File: src/rtl/tick_scheduler.sv
// tick_scheduler: per-channel programmable-period tick enables with glitch-free
// run-time period updates applied at each channel's own period boundary.
module tick_scheduler #(
  parameter int CHANNELS = 4,
  parameter int WIDTH = 16,
  localparam int CW = (CHANNELS > 1) ? $clog2(CHANNELS) : 1
) (
  input  logic                clk_i,
  input  logic                rst_i,
  input  logic                cfg_valid_i,
  output logic                cfg_ready_o,
  input  logic [CW-1:0]       cfg_chan_i,
  input  logic [WIDTH-1:0]    cfg_period_i,
  input  logic                cfg_enable_i,
  output logic [CHANNELS-1:0] tick_o,
  output logic [CHANNELS-1:0] active_o,
  output logic [CHANNELS-1:0] pending_o
);
  logic [CHANNELS-1:0] sel;
  logic stop;
  // an out-of-range channel selects nothing, so it is always ready and dropped
  assign cfg_ready_o = ~|(pending_o & sel);
  assign stop = ~cfg_enable_i | (cfg_period_i == '0);
  for (genvar g = 0; g < CHANNELS; g++) begin : g_ch
    logic [WIDTH-1:0] count_q, count_d, period_q, period_d, shadow_q, shadow_d;
    logic active_q, active_d, pending_q, pending_d, wr, wrap, imm, defer;
    assign sel[g] = cfg_chan_i == CW'(g);
    assign wrap = active_q & (count_q == period_q - WIDTH'(1));
    assign wr = cfg_valid_i & cfg_ready_o & sel[g];
    // a write is immediate unless it would cut a running period short
    assign imm = wr & (stop | ~active_q | wrap);
    assign defer = wr & ~imm;
    assign tick_o[g] = wrap;
    assign active_o[g] = active_q;
    assign pending_o[g] = pending_q;
    always_comb begin
      count_d = (imm | wrap) ? '0 : active_q ? count_q + WIDTH'(1) : count_q;
      active_d = imm ? ~stop : active_q;
      period_d = (imm & ~stop) ? cfg_period_i : (wrap & pending_q) ? shadow_q : period_q;
      shadow_d = defer ? cfg_period_i : shadow_q;
      pending_d = defer | (pending_q & ~wrap & ~imm);
    end
    always_ff @(posedge clk_i or posedge rst_i) begin
      if (rst_i) begin
        count_q <= '0;
        period_q <= '0;
        shadow_q <= '0;
        active_q <= 1'b0;
        pending_q <= 1'b0;
      end else begin
        count_q <= count_d;
        period_q <= period_d;
        shadow_q <= shadow_d;
        active_q <= active_d;
        pending_q <= pending_d;
      end
    end
  end
endmodule

File: config.mk
export PLATFORM = sky130hd
export DESIGN_NAME = tick_scheduler
export DESIGN_NICKNAME = d
export VERILOG_FILES = /design/src/rtl/tick_scheduler.sv
export SDC_FILE = /design/constraint.sdc
export NUM_CORES = 1
export LEC_CHECK = 0
export CAP_MARGIN = 20
export CORE_UTILIZATION = 61
export CTS_BUF_LIST = sky130_fd_sc_hd__clkbuf_4 sky130_fd_sc_hd__clkbuf_8
export DETAILED_ROUTE_END_ITERATION = 8
export DONT_BUFFER_PORTS = 1
export GPL_TIMING_DRIVEN = 0
export HOLD_SLACK_MARGIN = 0.08
export PLACE_DENSITY = 0.82
export SYNTH_ARGS = -nofsm -noshare
export SYNTH_HDL_FRONTEND = slang
export SYNTH_SLANG_ARGS = --single-unit
File: constraint.sdc
create_clock -name clk_i -period 10.34 [get_ports clk_i]
set_input_delay 3.102 -clock clk_i [delete_from_list [all_inputs] [get_ports clk_i]]
set_output_delay 3.102 -clock clk_i [all_outputs]
set_load 0.01 [all_outputs]
After elaboration in Yosys (flattened, before gate mapping):

Index checks and enable logic that the tools add are counted.

* output and inout port bits: 13
* register bits: 200
* logic and storage cells: 128
* bits of input ports: 22

* mux-type cells: 16
* reduce and logical (&&, ||, !) cells: 12
* bitwise gates (word level): 65
* add/subtract/negate cells: 8
* equal/unequal tests: 7

Operators by type and width (count)
* $mux W16: 16
* $add A16 B1 Y16 const B: 4
* $eq A16 B16 Y1: 4
* $sub A16 B1 Y16 const B: 4
* $and A1 B1 Y1: 33
* $or A1 B1 Y1: 17
* $logic_not A16 Y1: 1
* $reduce_bool A2 Y1: 8
* $not A1 Y1: 14
* $and A4 B4 Y4: 1
* $eq A2 B2 Y1 const B: 2
* $reduce_or A4 Y1: 1
* $eq A2 B1 Y1 const B: 1
* $logic_not A2 Y1: 1
* $logic_not A1 Y1: 1

Logic depth before layout (Yosys ltp):

Gate-level depths: netlist (run 1).

* depth after elaboration: 10
* mapped depth: 14
* gate-level depth less buffers: 10

Worst setup path after synthesis (run 1):

No wires, ideal clock.

* kind: input-to-output
* start point: input port cfg_chan_i[0]
* end point: output port cfg_ready_o
* data arrival time: 3.663 ns
* stages on the path: 2
* buffers on the path: 0
* data required time: 7.238 ns
* path slack: 3.575 ns
* cells stage by stage: mux4_2 -> inv_1

* cells in the longest elaborated chain, start to end: 4
* elaborated cells between the ends (all ways): 7
* those cells by class: eq/ne: 3; bitwise: 1; reduce/logical: 3

Ends and longest elaborated chain
* from (decl): line 12 `input logic [CW-1:0] cfg_chan_i,`
* $eq A2 B1 Y1, or another cell as far along: line 27 `assign sel[g] = cfg_chan_i == CW'(g);`
* $and A4 B4 Y4 (*): line 22 `assign cfg_ready_o = ~|(pending_o & sel);`
* $reduce_or A4 Y1 (*): line 22
* $logic_not A1 Y1 (*): line 22
* to (decl): line 11 `output logic cfg_ready_o,`

Mark *: on every way between the ends. The rest lies on a longest branch, timed or not.

Final worst setup path (run 1):

* start point: register g_ch[0].period_q[0]
* end point: output port tick_o[0]

* cells in the longest elaborated chain, start to end: 3

Ends and longest elaborated chain
* from (decl): line 25 `logic [WIDTH-1:0] count_q, count_d, period_q, period_d, shadow_q, shadow_d;`
* from (signal assigned): line 52 `period_q <= period_d;`
* $sub A16 B1 Y16: line 28 `assign wrap = active_q & (count_q == period_q - WIDTH'(1));`
* $eq A16 B16 Y1: line 28
* $and A1 B1 Y1: line 28
* to (decl): line 15 `output logic [CHANNELS-1:0] tick_o,`

Every way passes these cells.

==> results.py, run 1 <==
metrics = {
    "outcome": {
        "status": "finished clean",
    },
    "clock_network": {
        "cts_tree": "done",
        "cts-root-buf": "clkbuf_8",
        "path_clk_slew_ns": 0.10,
        "post-cts-setup-buffer-count": 0,
        "clk_latency_ns": 0.49,
        "cts_buffer_depth": 2,
        "cts_buffers": 17,
        "cts-resized-gates": 0,
        "cts-htree-levels": 4,
        "cts.sinks": 200,
        "postCtsHoldBufs": 0,
    },
    "job": {
        "maxCapViolations": 0,
    },
    "placed_design": {
        "place_ws_ns": 3.48,
        "dp_hpwl_um": 17600,
        "gp_congestion": 0.903,
        "io_buffer_count": 0,
    },
    "layout": {
        "fin_nets": 1191,
        "layout_common_cells": "dfrtp_1 (200), nor2_1 (125), mux2_2 (97)",
        "post-route-util_pct": 66.2,
        "areaGrowthSynthToFinish_pct": 6.46,
        "final_common_cell": "dfrtp_1",
        "fillers": 1473,
        "drive_gt1_share_pct": 19.9,
        "diodes": 0,
    },
    "worst_setup_path": {
        "cp_cell_sequence": "inv_1 -> ha_1 -> clkbuf_1 -> or4b_1 -> clkbuf_1 -> nor4_1 -> xnor2_1 -> o211ai_1 -> nor4_1 -> and2_1 -> clkbuf_1 -> buf_4",
        "reg2reg_to": "g_ch[0].period_q[2]",
        "worstReg2RegStart": "g_ch[0].period_q[0]",
        "crit_arrival_ns": 3.85,
        "reg2reg_slack_ns": 6.15,
        "crit_family": "simple AND/OR/NAND/NOR gates",
        "criticalPathCategory": "register to primary output",
        "cpMostUsedCell": "clkbuf_1",
        "cp.required_ns": 7.24,
        "worst-path-max-fanout": 7,
        "slowest_delay_ns": 0.47,
        "worstSetupStartpointType": "register",
        "crit_path_top_delay_cell": "dfrtp_1",
        "rr_worst_depth": 13,
        "cp-end-kind": "primary output",
        "cp.buffers_inverters": 5,
    },
    "grt": {
        "grt_remaining_overflow": 0,
        "grt_start_max_net_pins": 133,
        "grt_use_met2_pct": 42.7,
        "grt_pass1_vias": 8311,
        "antenna_found_initial": 0,
        "met1_usage_pct": 37.5,
        "grt_pass1_wl_um": 41900,
        "top_usage_layer": "met2",
        "grt_use_met3_pct": 4.99,
        "track_usage_pct": 27.1,
    },
    "route": {
        "wl_per_cell_um": 17.8,
        "via_per_inst": 6.15,
        "drc": 0,
        "vias": 8660,
        "drtAntennaViolNets": 0,
        "first_pass_iters": 5,
        "wl_um": 25100,
        "dr.first_iter.drc_count": 702,
    },
    "synth": {
        "yosysTopAreaCell": "dfrtp_1",
        "synth_edf_count": 0,
        "synth_seq_cells": 200,
        "synth_area_per_cell_um2": 10.2,
        "syn_inst": 1140,
        "yosys_warnings": 0,
        "ys_types": 83,
        "syn-num-nets": 1170,
        "async_flop_share_pct": 100,
        "seq_area_frac_synth_pct": 43.2,
        "synth_top_area_share_pct": 43.2,
        "synthFlopType": "dfrtp_1",
        "netlist_area_um2": 11600,
        "synth.area.top_cells": "dfrtp_1 (43%), mux2_2 (9.4%), xor2_1 (5.4%), xnor2_1 (4.2%), nor2_1 (4.0%)",
    },
    "floorplanning": {
        "coreArea_um2": 18600,
        "start_util_pct": 62.2,
        "die-width_um": 140,
        "num_rows": 50,
        "io-pin-count": 35,
        "dieArea_um2": 19600,
        "die_h_um": 140,
    },
    "sta": {
        "maxSlewHeadroom_pct": 40.6,
        "fmax_ghz": 0.144,
        "finalCriticalPeriod_ns": 6.95,
        "tightest_slew_ns": 0.884,
        "final.setup_skew_ns": 0.0112,
        "hold_violations": 0,
        "period_share_pct": 67.2,
        "rsz0062_at_grt": "false",
        "maxSlewViolCount": 0,
        "setup_viol": 0,
        "fin_ws_ns": 3.39,
        "fin_hold_ws_ns": 0.505,
        "tns_ns": 0,
    },
    "power_and_ir_drop": {
        "ir_drop_mv": 0.149,
        "leakage_nw": 5.16,
        "powerDensity_nw_per_um2": 213,
        "total_power_w": 0.00262,
    },
    "min_path": {
        "whs_endpoint": "g_ch[3].shadow_q[5]",
        "hp-class": "register to register",
        "worstHoldPathCells": 1,
        "hold_start": "g_ch[3].shadow_q[5]",
    },
}
final cells by class:
| type | instances | area [um^2] | share of cell area [%] |
|---|---|---|---|
| well taps | 234 | 293 | 2.37 |
| plain buffers | 77 | 388 | 3.14 |
| clock buffers | 18 | 248 | 2.01 |
| inverters | 41 | 161 | 1.31 |
| flip-flops and latches | 200 | 5000 | 40.6 |
| multi-input cells | 822 | 6040 | 49.0 |
| repair buffers | 2 | 35.0 | 0.284 |
| clock inverters | 13 | 165 | 1.34 |
worst max path at each step:
stage | end | cells past startpoint | start | slack, ns
floorplan | g_ch[0].active_q | 1 | rst_i | 1.78
global placement | g_ch[3].count_q[2] | 1 | rst_i | -0.27
detailed placement | cfg_ready_o | 2 | cfg_chan_i[0] | 3.48
CTS | tick_o[0] | 12 | g_ch[0].period_q[0] | 3.44
global route | tick_o[0] | 12 | g_ch[0].period_q[0] | 3.10
finish | tick_o[0] | 12 | g_ch[0].period_q[0] | 3.39
synthesized netlist by cell type (5+ instances only):
cell type and instances:
dfrtp_1 200, nor2_1 125, mux2_2 97, xor2_1 72, nand2_1 61, xnor2_1 55
clkbuf_1 46, inv_1 41, o221a_2 37, nand3_1 33, nor3_1 28, a31oi_1 24
nand4_1 23, or2_2 21, a21oi_1 19, nor3b_1 19, nor4_1 19, buf_4 15
o21ai_0 15, mux2i_1 11, nand2b_1 11, buf_2 10, o221a_1 10, and3_1 9
or3_1 9, ha_1 8, nand3b_1 7, o211ai_1 7, or4_1 7, a21o_1 6
a211oi_1 5, nor2b_1 5, nor4b_1 5
cells by family (layout without fill, tap and decap cells):
logic type               count (synthesis)  in the layout  synth area share [%]
buffers and inverters                  118            151                  4.68
AO/OA/AOI/OAI                          166            166                  11.9
multiplexers                           111            111                  10.8
adder cells (fa/ha/maj)                  8              8                 0.864
XOR/XNOR                               127            127                  9.60
flip-flops                             200            200                  43.2
AND/OR/NAND/NOR                        410            410                  19.0
flip-flops by register name, indices dropped and copies added (netlist names):
name	count
g_ch.pending_q	4
g_ch.period_q	64
g_ch.shadow_q	64
g_ch.active_q	4
g_ch.count_q	64
power breakdown:
| group | total (W) | leakage [nW] | internal, W | switching [W] |
|---|---|---|---|---|
| registers | 0.00122 | 2.51 | 0.000990 | 0.000232 |
| clock network | 0.000535 | 0.211 | 0.000248 | 0.000287 |
| logic | 0.000867 | 2.44 | 0.000441 | 0.000426 |
| total | 0.00262 | 5.16 | 0.00168 | 0.000946 |
per-stage QoR:
| stage | instance area [um^2] | instances |
|---|---|---|
| 3_3_place_gp | 11900 | 1374 |
| 4_1_cts | 12300 | 1406 |
| 2_1_floorplan | 11600 | 1140 |
| 3_5_place_dp | 11900 | 1375 |
| 5_1_grt | 12300 | 1407 |
| 6_report | 12300 | 1407 |
routing by layer:
layer,share of wire (%),vias to the layer above
met5,0,-
met4,2.2,0
met3,5.1,43
met2,46,232
met1,46,4246
li1,-,4139
Power figures use the tool's default switching activity.
==> inputs of run 2 (changes only) <==
Settings changed: CORE_UTILIZATION 61 to 60, PLACE_DENSITY 0.82 to 0.84.
Clock period 10.34 ns to 6.1 ns, I/O delays scaled along.
==> results.py, run 2 (synthesis results as in run 1) <==
metrics = {
    "sta": {
        "hold_violations": 0,
        "fmax_ghz": 0.179,
        "maxSlewHeadroom_pct": 29.9,
        "finalCriticalPeriod_ns": 5.58,
        "period_share_pct": 91.5,
        "tns_ns": 0,
        "final.setup_skew_ns": 0.0155,
        "setup_viol": 0,
        "tightest_slew_ns": 1.04,
        "fin_ws_ns": 0.517,
        "maxSlewViolCount": 0,
        "rsz0062_at_grt": "false",
    },
    "grt": {
        "grt_pass1_wl_um": 43600,
        "met1_usage_pct": 37.7,
        "antenna_found_initial": 1,
        "grt_start_max_net_pins": 39,
        "grt_remaining_overflow": 0,
        "grt_use_met3_pct": 6.76,
        "grt_pass1_vias": 8530,
        "track_usage_pct": 28.0,
        "top_usage_layer": "met2",
        "grt_use_met2_pct": 45.4,
    },
    "clock_network": {
        "cts.sinks": 200,
        "cts-resized-gates": 0,
        "cts_tree": "done",
        "cts-htree-levels": 4,
        "path_clk_slew_ns": 0.10,
        "clk_latency_ns": 0.49,
        "post-cts-setup-buffer-count": 0,
        "cts_buffer_depth": 2,
        "cts-root-buf": "clkbuf_8",
        "cts_buffers": 17,
        "postCtsHoldBufs": 0,
    },
    "floorplanning": {
        "start_util_pct": 61.5,
        "die-width_um": 141,
        "num_rows": 50,
        "coreArea_um2": 18800,
        "dieArea_um2": 19900,
        "io-pin-count": 35,
        "die_h_um": 141,
    },
    "power_and_ir_drop": {
        "p_int_w": 0.00278,
        "p_sw_share_pct": 37.0,
        "powerDensity_nw_per_um2": 355,
        "power_switching_w": 0.00163,
        "ir_drop_mv": 0.263,
        "leakage_nw": 5.16,
        "combPwrFrac_pct": 33.7,
        "seq_power_share_pct": 47.1,
        "clockPowerShare_pct": 19.2,
    },
    "job": {
        "maxCapViolations": 0,
    },
    "route": {
        "dr.first_iter.drc_count": 662,
        "drtAntennaViolNets": 0,
        "wl_per_cell_um": 18.1,
        "wl_um": 25900,
        "via_per_inst": 6.12,
        "vias": 8795,
        "first_pass_iters": 5,
        "drc": 0,
    },
    "min_path": {
        "whs_endpoint": "g_ch[3].shadow_q[7]",
        "hold_start": "g_ch[3].shadow_q[7]",
        "hp-class": "register to register",
        "worstHoldPathCells": 1,
    },
    "layout": {
        "diodes": 0,
        "largestRegisters": "g_ch.count_q: 64 flops, g_ch.period_q: 64 flops, g_ch.shadow_q: 64 flops",
        "post-route-util_pct": 65.8,
        "fin_nets": 1194,
        "layout_common_cells": "dfrtp_1 (200), nor2_1 (125), mux2_2 (97)",
        "fin_cells": 1436,
        "areaGrowthSynthToFinish_pct": 7.00,
        "drive_gt1_share_pct": 20.2,
        "final_common_cell": "dfrtp_1",
    },
    "worst_setup_path": {
        "crit_path_top_delay_cell": "dfrtp_1",
        "reg2reg_to": "g_ch[0].period_q[4]",
        "rr_worst_depth": 13,
        "cp_cell_sequence": "inv_1 -> ha_1 -> clkbuf_1 -> or4b_1 -> clkbuf_1 -> nor4_1 -> xnor2_1 -> o211ai_1 -> nor4_1 -> and2_1 -> clkbuf_1 -> buf_4",
        "worst-path-max-fanout": 7,
        "reg2reg_slack_ns": 2.01,
        "slowest_delay_ns": 0.47,
        "cp-end-kind": "primary output",
        "worstReg2RegStart": "g_ch[0].period_q[0]",
        "worstSetupStartpointType": "register",
        "crit_arrival_ns": 3.75,
        "crit_path_start": "g_ch[0].period_q[0]",
        "cpMostUsedCell": "clkbuf_1",
        "cp.required_ns": 4.27,
        "criticalPathCategory": "register to primary output",
    },
    "outcome": {
        "status": "finished clean",
    },
    "placed_design": {
        "dp_hpwl_um": 18600,
        "io_buffer_count": 0,
        "gp_congestion": 0.925,
        "place_ws_ns": 1.09,
        "dpl.cell_count": 1405,
    },
}
run 2: cell count changes in the layout (fill, tap and decap cells not counted), sizes merged:
cell      change
clkinvlp      +1
buf           +3
inv           +1
bufinv        -2
run 2: layout make-up:
cell class / count / area (um^2)
Fill cell: 1447 / 6430
Multi-Input combinational cell: 822 / 6040
Sequential cell: 200 / 5000
Buffer: 77 / 388
Tap cell: 260 / 325
Clock buffer: 18 / 248
Inverter: 41 / 158
Clock inverter: 13 / 134
Timing Repair Buffer: 5 / 100
run 2: layer usage:
metal,up-vias,routed length (um)
met5,-,0
met4,0,386
met3,31,1690
met2,276,12400
met1,4347,11500
li1,4141,-
run 2: worst max-delay path, delay by kind of cell, from the launching register on:
kind | cells | cell delay, ns
AND/OR/NAND/NOR | 4 | 1.32
buffers and inverters | 5 | 1.01
flip-flops | 1 | 0.47
XOR/XNOR | 1 | 0.18
AO/OA/AOI/OAI | 1 | 0.17
adder cells (fa/ha/maj) | 1 | 0.14
run 2: power groups by stage:
| stage | Combinational [W] | Sequential (W) | Clock [W] |
|---|---|---|---|
| 3_5_place_dp | 0.00147 | 0.00209 | 0 |
| 6_report | 0.00148 | 0.00208 | 0.000846 |
| 4_1_cts | 0.00148 | 0.00207 | 0.000857 |
| 2_1_floorplan | 0.00124 | 0.00197 | 0 |
| 5_1_grt | 0.00166 | 0.00213 | 0.000913 |
| 3_3_place_gp | 0.00141 | 0.00207 | 0 |
run 2: worst max path at each step:
| stage | endpoint | slack [ns] | cells after the start |
|---|---|---|---|
| final | tick_o[0] | 0.52 | 12 |
| after global routing | tick_o[0] | 0.27 | 12 |
| after CTS | tick_o[0] | 0.53 | 12 |
| after detailed placement | tick_o[0] | 1.09 | 12 |
| after global placement | g_ch[0].count_q[0] | 0.68 | 1 |
| after floorplan | tick_o[0] | 1.50 | 12 |
run 2: metrics by stage:
step	area (um^2)	power (W)	hold slack, ns
finish	12400	0.00441	0.502
global route	12400	0.00470	0.520
CTS	12400	0.00441	0.506
detailed placement	12000	0.00357	0.482
global placement	11900	0.00348	0.474
floorplan	11600	0.00321	0.464
==> inputs of run 3 (changes only) <==
Settings changed: CORE_UTILIZATION 60 to 35, PLACE_DENSITY 0.84 to 0.56.
==> results.py, run 3 (synthesis results as in run 1) <==
metrics = {
    "placed_design": {
        "place_ws_ns": 0.974,
        "gp_congestion": 0.847,
        "dpl_cell_area_um2": 12200,
        "dp_hpwl_um": 20100,
        "io_buffer_count": 0,
    },
    "floorplanning": {
        "coreArea_um2": 32500,
        "num_rows": 66,
        "die_h_um": 184,
        "die-width_um": 184,
        "dieArea_um2": 33800,
        "start_util_pct": 35.6,
        "io-pin-count": 35,
    },
    "min_path": {
        "hp-class": "register to register",
    },
    "job": {
        "maxCapViolations": 0,
    },
    "worst_setup_path": {
        "criticalPathCategory": "register to primary output",
        "crit_path_top_delay_cell": "or4b_1",
        "cp_cell_sequence": "inv_1 -> ha_1 -> clkbuf_1 -> or4b_1 -> clkbuf_1 -> nor4_1 -> xnor2_1 -> o211ai_1 -> nor4_1 -> and2_1 -> clkbuf_1 -> buf_4",
        "cp-end-kind": "primary output",
        "crit_arrival_ns": 3.86,
        "cp.required_ns": 4.27,
        "worstSetupStartpointType": "register",
        "cp.buffers_inverters": 5,
        "crit_family": "simple AND/OR/NAND/NOR gates",
        "cpMostUsedCell": "clkbuf_1",
        "worst-path-max-fanout": 7,
        "slowest_delay_ns": 0.48,
    },
    "outcome": {
        "status": "finished clean",
    },
    "layout": {
        "fin_area_um2": 12700,
        "multi_input_area_um2": 6040,
        "layout_common_cells": "dfrtp_1 (200), nor2_1 (125), mux2_2 (97)",
        "largestRegisters": "g_ch.count_q: 64 flops, g_ch.period_q: 64 flops, g_ch.shadow_q: 64 flops",
        "fillers": 3337,
        "register_area_um2": 5000,
        "fin_nets": 1194,
        "final_common_cell": "dfrtp_1",
        "drive_gt1_share_pct": 20.2,
        "areaGrowthSynthToFinish_pct": 9.32,
    },
    "sta": {
        "finalCriticalPeriod_ns": 5.69,
        "final.setup_skew_ns": 0.0200,
        "fin_ws_ns": 0.410,
        "fin_hold_ws_ns": 0.505,
        "tightest_slew_ns": 1.03,
        "tns_ns": 0,
        "maxSlewViolCount": 0,
        "period_share_pct": 93.3,
        "fmax_ghz": 0.176,
        "setup_viol": 0,
        "rsz0062_at_grt": "false",
        "maxSlewHeadroom_pct": 30.7,
        "hold_violations": 0,
    },
    "clock_network": {
        "postCtsHoldBufs": 0,
        "cts-resized-gates": 0,
        "post-cts-setup-buffer-count": 0,
        "cts-htree-levels": 4,
        "cts_buffer_depth": 2,
        "cts_tree": "done",
        "path_clk_slew_ns": 0.12,
        "cts-root-buf": "clkbuf_8",
        "cts.sinks": 200,
        "cts_buffers": 17,
        "clk_latency_ns": 0.48,
    },
    "power_and_ir_drop": {
        "powerDensity_nw_per_um2": 352,
        "leakage_nw": 5.18,
        "ir_drop_mv": 0.169,
    },
    "route": {
        "first_pass_iters": 5,
        "vias": 8494,
        "dr.first_iter.drc_count": 622,
        "wl_per_cell_um": 17.1,
        "via_per_inst": 5.24,
        "wl_um": 27800,
        "drtAntennaViolNets": 0,
        "drc": 0,
    },
    "grt": {
        "grt_remaining_overflow": 0,
        "grt_pass1_vias": 8371,
        "grt_start_max_net_pins": 42,
        "antenna_found_initial": 2,
        "grt_pass1_wl_um": 46000,
        "track_usage_pct": 17.2,
    },
}
-- run 3: changes by cell type in the layout (fill, tap and decap cells not counted) --
cell        before  now
clkinv_8         0    2
inv_8            3    2
clkinvlp_4       2    1
clkbuf_8        18   17
diode_2          0    1
bufinv_16        1    2
clkinv_4         1    2
-- run 3: cell type report --
cell class,count,area share [%]
Clock buffer,17,1.85
Antenna cell,1,0.0198
Sequential cell,200,39.5
Clock inverter,15,1.47
Tap cell,442,4.37
Buffer,77,3.06
Inverter,41,1.24
Multi-Input combinational cell,822,47.7
Timing Repair Buffer,5,0.790
-- run 3: report_power, final --
part	switching (W)	internal [W]	leakage [nW]
registers	0.000395	0.00168	2.51
clock network	0.000530	0.000383	0.215
logic	0.000727	0.000751	2.46
total	0.00165	0.00281	5.18
-- run 3: through the flow --
stage	utilization (%)	instances	total power, W
finish	38.9	1620	0.00446
global route	38.9	1619	0.00478
CTS	38.9	1619	0.00450
detailed placement	37.6	1587	0.00357
global placement	37.3	1582	0.00352
floorplan	-	1140	0.00321
-- run 3: metal layers --
| layer | track usage [%] | part of all wire (%) | wire length (um) |
|---|---|---|---|
| met3 | 2.42 | 2.6 | 711 |
| met1 | 24.3 | 50 | 13800 |
| met5 | 0 | 0 | 0 |
| met2 | 27.6 | 46 | 12800 |
| met4 | 4.07 | 1.5 | 415 |
-- run 3: path summary, 6_finish.rpt --
kind	start	to	slack, ns	cells past startpoint
max in group asynchronous	rst_i	g_ch[0].count_q[11]	3.33	5
min in group asynchronous	rst_i	g_ch[3].count_q[11]	1.37	1
worst min-delay path	g_ch[3].shadow_q[7]	g_ch[3].shadow_q[7]	0.51	1
worst max-delay path	g_ch[0].period_q[0]	tick_o[0]	0.41	12
worst max register to register	g_ch[0].period_q[0]	g_ch[0].period_q[9]	1.91	13
worst min register to register	g_ch[3].shadow_q[7]	g_ch[3].shadow_q[7]	0.51	1
-- run 3: worst reg2reg max path: stages, from the launching register on --
cell	delay (ns)
dfrtp_1	0.47
inv_1	0.09
ha_1	0.14
clkbuf_1	0.28
or4b_1	0.48
clkbuf_1	0.19
nor4_1	0.36
xnor2_1	0.19
o211ai_1	0.18
nor4_1	0.37
a21oi_1	0.11
nor2_1	0.47
buf_2	0.37
mux2_2	0.36
